===== src/rtl/sw_debounce_pkg.sv =====
// Shared definitions for the switch debouncer and its prescaler.
package sw_debounce_pkg;

  // Debounce FSM states; the encodings are shared with other slow-sampled inputs.
  typedef enum logic [1:0] {
    ST_RELEASED    = 2'd0,
    ST_PRESS_CHK   = 2'd1,
    ST_PRESSED     = 2'd2,
    ST_RELEASE_CHK = 2'd3
  } db_state_t;

  // Default prescaler width: 33 MHz / 2^15 gives a sample tick of about 1 kHz.
  localparam int DEFAULT_DIV_BITS = 15;

endpackage


===== src/rtl/tick_gen.sv =====
// Prescaler: free-running counter that produces a one-clk enable each time it
// is all-ones, i.e. once every 2^DIV_BITS clk. No derived clock is created.
module tick_gen
  import sw_debounce_pkg::*;
#(
  parameter int DIV_BITS = DEFAULT_DIV_BITS
) (
  input  logic clk,
  input  logic rst,
  output logic tick
);

  logic [DIV_BITS-1:0] r_div;

  // Up-counter that wraps from all-ones back to zero.
  always_ff @(posedge clk) begin
    if (rst) begin
      r_div <= '0;
    end else begin
      r_div <= r_div + 1'b1;
    end
  end

  assign tick = &r_div;

endmodule


===== src/rtl/sw_debounce.sv =====
// Debouncer for an active-low push switch: two-flop synchroniser, tick-sampled
// stable-count FSM, registered level plus press/release/long-press pulses.
module sw_debounce
  import sw_debounce_pkg::*;
#(
  parameter int DIV_BITS     = DEFAULT_DIV_BITS,
  parameter int STABLE_TICKS = 8,
  parameter int HOLD_TICKS   = 1000
) (
  input  logic clk,
  input  logic rst,
  input  logic sw_in_n,
  output logic sw_pressed,
  output logic press_pulse,
  output logic release_pulse,
  output logic long_press_pulse
);

  localparam int CNT_W  = $clog2(STABLE_TICKS + 1);
  localparam int HOLD_W = $clog2(HOLD_TICKS + 1);
  localparam logic [CNT_W-1:0]  CNT_LAST = CNT_W'(STABLE_TICKS - 1);
  localparam logic [HOLD_W-1:0] HOLD_MAX = HOLD_W'(HOLD_TICKS);

  logic              w_tick;
  logic              r_sync1;
  logic              r_sync2;
  db_state_t         r_state;
  db_state_t         w_state_next;
  logic [CNT_W-1:0]  r_cnt;
  logic [CNT_W-1:0]  w_cnt_next;
  logic [HOLD_W-1:0] r_hold;
  logic [HOLD_W-1:0] w_hold_next;
  logic [HOLD_W-1:0] w_hold_inc;
  logic              w_press_next;
  logic              w_release_next;
  logic              w_long_next;
  logic              w_level_next;
  logic              r_sw_pressed;
  logic              r_press;
  logic              r_release;
  logic              r_long;

  tick_gen #(
    .DIV_BITS(DIV_BITS)
  ) u_tick_gen (
    .clk  (clk),
    .rst  (rst),
    .tick (w_tick)
  );

  // Two-flop synchroniser; idles high (released) out of reset.
  always_ff @(posedge clk) begin
    if (rst) begin
      r_sync1 <= 1'b1;
      r_sync2 <= 1'b1;
    end else begin
      r_sync1 <= sw_in_n;
      r_sync2 <= r_sync1;
    end
  end

  assign w_hold_inc   = r_hold + 1'b1;
  assign w_level_next = (w_state_next == ST_PRESSED) || (w_state_next == ST_RELEASE_CHK);

  // Next-state, counter and pulse decisions; everything holds except on a tick.
  always_comb begin
    w_state_next   = r_state;
    w_cnt_next     = r_cnt;
    w_hold_next    = r_hold;
    w_press_next   = 1'b0;
    w_release_next = 1'b0;
    w_long_next    = 1'b0;
    if (w_tick) begin
      case (r_state)
        ST_RELEASED: begin
          if (!r_sync2) begin
            if (STABLE_TICKS == 1) begin
              w_state_next = ST_PRESSED;
              w_cnt_next   = '0;
              w_hold_next  = '0;
              w_press_next = 1'b1;
            end else begin
              w_state_next = ST_PRESS_CHK;
              w_cnt_next   = CNT_W'(1);
            end
          end
        end
        ST_PRESS_CHK: begin
          if (r_sync2) begin
            w_state_next = ST_RELEASED;
            w_cnt_next   = '0;
          end else if (r_cnt == CNT_LAST) begin
            w_state_next = ST_PRESSED;
            w_cnt_next   = '0;
            w_hold_next  = '0;
            w_press_next = 1'b1;
          end else begin
            w_cnt_next = r_cnt + 1'b1;
          end
        end
        ST_PRESSED: begin
          if (r_sync2) begin
            if (STABLE_TICKS == 1) begin
              w_state_next   = ST_RELEASED;
              w_cnt_next     = '0;
              w_release_next = 1'b1;
            end else begin
              w_state_next = ST_RELEASE_CHK;
              w_cnt_next   = CNT_W'(1);
            end
          end
        end
        ST_RELEASE_CHK: begin
          if (!r_sync2) begin
            w_state_next = ST_PRESSED;
            w_cnt_next   = '0;
          end else if (r_cnt == CNT_LAST) begin
            w_state_next   = ST_RELEASED;
            w_cnt_next     = '0;
            w_release_next = 1'b1;
          end else begin
            w_cnt_next = r_cnt + 1'b1;
          end
        end
        default: begin
          w_state_next = ST_RELEASED;
          w_cnt_next   = '0;
        end
      endcase
      // Hold time accrues while the switch stays accepted as pressed. The tick
      // that completes a release does not count, so long-press can never
      // coincide with release_pulse.
      if (((r_state == ST_PRESSED) || (r_state == ST_RELEASE_CHK)) &&
          (w_state_next != ST_RELEASED) && (r_hold != HOLD_MAX)) begin
        w_hold_next = w_hold_inc;
        w_long_next = (w_hold_inc == HOLD_MAX);
      end
    end
  end

  // FSM state, counters and registered outputs.
  always_ff @(posedge clk) begin
    if (rst) begin
      r_state      <= ST_RELEASED;
      r_cnt        <= '0;
      r_hold       <= '0;
      r_sw_pressed <= 1'b0;
      r_press      <= 1'b0;
      r_release    <= 1'b0;
      r_long       <= 1'b0;
    end else begin
      r_state      <= w_state_next;
      r_cnt        <= w_cnt_next;
      r_hold       <= w_hold_next;
      r_sw_pressed <= w_level_next;
      r_press      <= w_press_next;
      r_release    <= w_release_next;
      r_long       <= w_long_next;
    end
  end

  assign sw_pressed       = r_sw_pressed;
  assign press_pulse      = r_press;
  assign release_pulse    = r_release;
  assign long_press_pulse = r_long;

endmodule


===== config.mk =====
export PLATFORM = sky130hd
export DESIGN_NAME = sw_debounce
export DESIGN_NICKNAME = d
export VERILOG_FILES = /design/src/rtl/sw_debounce_pkg.sv /design/src/rtl/tick_gen.sv /design/src/rtl/sw_debounce.sv
export SDC_FILE = /design/constraint.sdc
export NUM_CORES = 1
export LEC_CHECK = 0
export CORE_AREA = 2 2 47 71
export DETAILED_ROUTE_END_ITERATION = 16
export DIE_AREA = 0 0 49 73
export PLACE_DENSITY = 0.8
export SLEW_MARGIN = 25
export SYNTH_ARGS = -nofsm -noshare
export SYNTH_HDL_FRONTEND = slang
export SYNTH_SLANG_ARGS = --single-unit
export TNS_END_PERCENT = 100

===== constraint.sdc =====
create_clock -name clk -period 6.3 [get_ports clk]
set_clock_uncertainty 0.2 [all_clocks]
set_input_delay 1.26 -clock clk [delete_from_list [all_inputs] [get_ports clk]]
set_output_delay 1.26 -clock clk [all_outputs]
set_load 0.01 [all_outputs]

==> out/results.tsv <==
metric	value	unit
vias in the first global route	1460	
Setup Fix Bufs, Post-CTS	0	
Avg WL per Cell	14.4	µm
kind of critical path	register to output pin	
Yosys reg bits	37	
WP buf/inv	1	
CP Cell Sequence	clkdlybuf4s50_1	
drt drc	0	
Crit. End Element	output pin	
Max-slew headroom	64.9	%
most frequent cells after synthesis	dfxtp_1, nand2_1, nor2_1	
post_cts resized	0	
largest cells by area after synthesis	dfxtp_1, nand2_1, nand3_1	
Synth area leader	dfxtp_1	
post-layout min period	2.61	ns
final core utilization	65.6	%
TritonCTS clock tree	done	
sequential share of the synthesized area	40.7	%
IO buf count	6	
antenna violations before repair	0	
Slowest-stage cell, CP	clkdlybuf4s50_1	
post-route setup slack	3.69	ns
cells after synthesis	211	
critical-path maximum fanout	1	
post-layout net count	223	
clock transition at the registers of the reported paths	0.08	ns
HPWL Detailed	2650	µm
dpl ws	3.52	ns
Via density	5.86	
hold path depth	1	
Reg2Reg Depth	6	
CP Data Required Time	4.84	ns
status	completed	
clock root buffer	clkbuf_8	
share of post-route cells with drive strength above 1	9.22	%
Synth warnings	0	
GRT overflow	0	
R2R setup slack	3.91	ns
Die X	49	µm
Clock Tree Buf Depth	2	
synth unique cells	48	
EDFF count, synth	0	
largest net degree at the start of global routing	35	
power density over the cells	216	nW/µm²
DIE AREA	3580	µm²
max-cap viol count	0	
Max IR drop VDD	0.000197	V
HP Class	register to register	
Endpoint, Worst Hold	r_sync2$_SDFF_PP1_	
Synthesized Nets	218	
setup_tns	0	ns
RR Startpoint	u_tick_gen.r_div[0]$_SDFF_PP0_	
H-tree levels	2	
total inserted antenna cells	0	
WL final	3700	µm
Mapped Area	1820	µm²
drt pass-1 iters	4	
final period utilization	41.4	%
Max Fclk	0.384	GHz
first-pass GRT wire length	6260	µm
crit path DAT	1.15	ns
Slew @ Worst Pin	0.527	ns
CTS Sinks	37	
ys async rst share	0	%
post-synth top area share	40.7	%
Reg-to-Reg End	r_cnt[3]$_SDFFE_PP0P_	
RSZ-0062 raised after global routing	no	
vias post-DR	1507	
Placeable Area	3030	µm²
worst stage delay on the critical path	0.53	ns
Clk Latency, worst-skew pair	0.29	ns
Initial Util	60.0	%
num rows	25	
min-delay src	r_sync1$_SDFF_PP1_	
count leader, synth	dfxtp_1	
hold bufs inserted after CTS	0	
CTS buffer count	5	
CP delay by family, top	buffers and inverters	
overall global routing resource usage	22.7	%
count of final setup violators	0	
io pins	7	
Die Y-Extent	73	µm
Synth Flop Type	dfxtp_1	
type of origin of the critical path	register	
placed instance count	249	
area grow syn2layout	9.27	%
gpl congestion	0.819	
leakage	0.699	nW
non-filler cells, final	257	
initial drt markers	40	
Mean Syn Cell Area	8.63	µm²
final hold vios	0	
Slew Limit Fails	0	
antenna-violating nets left	0	
## area by class of cell
class / count / area, µm²
multi-input cells: 159 / 1010
repair buffers: 7 / 67.6
clock buffers: 7 / 96.3
well taps: 40 / 50.0
fillers: 246 / 1040
clock inverters: 1 / 5.00
flip-flops and latches: 37 / 741
inverters: 6 / 22.5
## cells in the final DEF, fill, tap and decap left out, drive strengths merged, types with 2 or more instances in the layout
cell type and n:
a21oi 11, a31oi 3, and2 3, and3 3
and4 2, clkbuf 7, clkdlybuf4s50 6, dfxtp 37
ha 4, inv 6, mux2i 2, nand2 24
nand3 17, nand4 6, nor2 19, nor3 8
nor4 4, o21a 5, o21ai 9, or2 3
or3 4, xnor2 7, xor2 8
## kinds of logic after synthesis
| logic type | share of synthesized area (%) |
|---|---|
| flops | 40.7 |
| mux | 1.72 |
| fa+ha+maj | 2.75 |
| xor+xnor | 7.21 |
| simple gates | 30.4 |
| compound gates | 13.3 |
| buf+inv | 3.98 |
## state kept, by name, indices dropped and copies added (netlist names)
signal and flops:
release_pulse 1, sw_pressed 1, r_sync1 1, long_press_pulse 1
r_sync2 1, r_hold 10, u_tick_gen.r_div 15, r_state 2
press_pulse 1, r_cnt 4
## layer usage
| metal | routed length [µm] | part of all wire (%) | GRT usage, % | vias to the layer above |
|---|---|---|---|---|
| li1 | - | - | - | 758 |
| met1 | 1460 | 40 | 22.8 | 726 |
| met2 | 2100 | 57 | 44.3 | 18 |
| met3 | 77 | 2.1 | 5.53 | 5 |
| met4 | 57 | 1.5 | 8.89 | 0 |
| met5 | 0 | 0 | 0 | - |
## worst max path at each step
stage	cells after the start	from	slack, ns	endpoint
6_report	1	long_press_pulse$_SDFF_PP0_	3.69	long_press_pulse
5_1_grt	1	long_press_pulse$_SDFF_PP0_	3.63	long_press_pulse
4_1_cts	1	long_press_pulse$_SDFF_PP0_	3.68	long_press_pulse
3_5_place_dp	4	rst	3.52	r_hold[2]$_SDFFE_PP0P_
3_3_place_gp	4	rst	3.56	r_hold[2]$_SDFFE_PP0P_
2_1_floorplan	3	rst	4.11	r_sync1$_SDFF_PP1_
## report_power, final
| part | total, W | internal, W | switching [W] |
|---|---|---|---|
| clock network | 0.000182 | 0.0000989 | 0.0000833 |
| logic | 0.00000955 | 0.00000378 | 0.00000576 |
| registers | 0.000238 | 0.000236 | 0.00000238 |
## stage by stage
| step | instance area [µm²] | hold WS, ns | total power, W |
|---|---|---|---|
| 2_1_floorplan | 1820 | 0.189 | 0.000250 |
| 3_3_place_gp | 1890 | 0.194 | 0.000253 |
| 3_5_place_dp | 1890 | 0.201 | 0.000253 |
| 4_1_cts | 1990 | 0.218 | 0.000434 |
| 5_1_grt | 1990 | 0.228 | 0.000442 |
| 6_report | 1990 | 0.216 | 0.000430 |
Power figures use the tool's default switching activity.
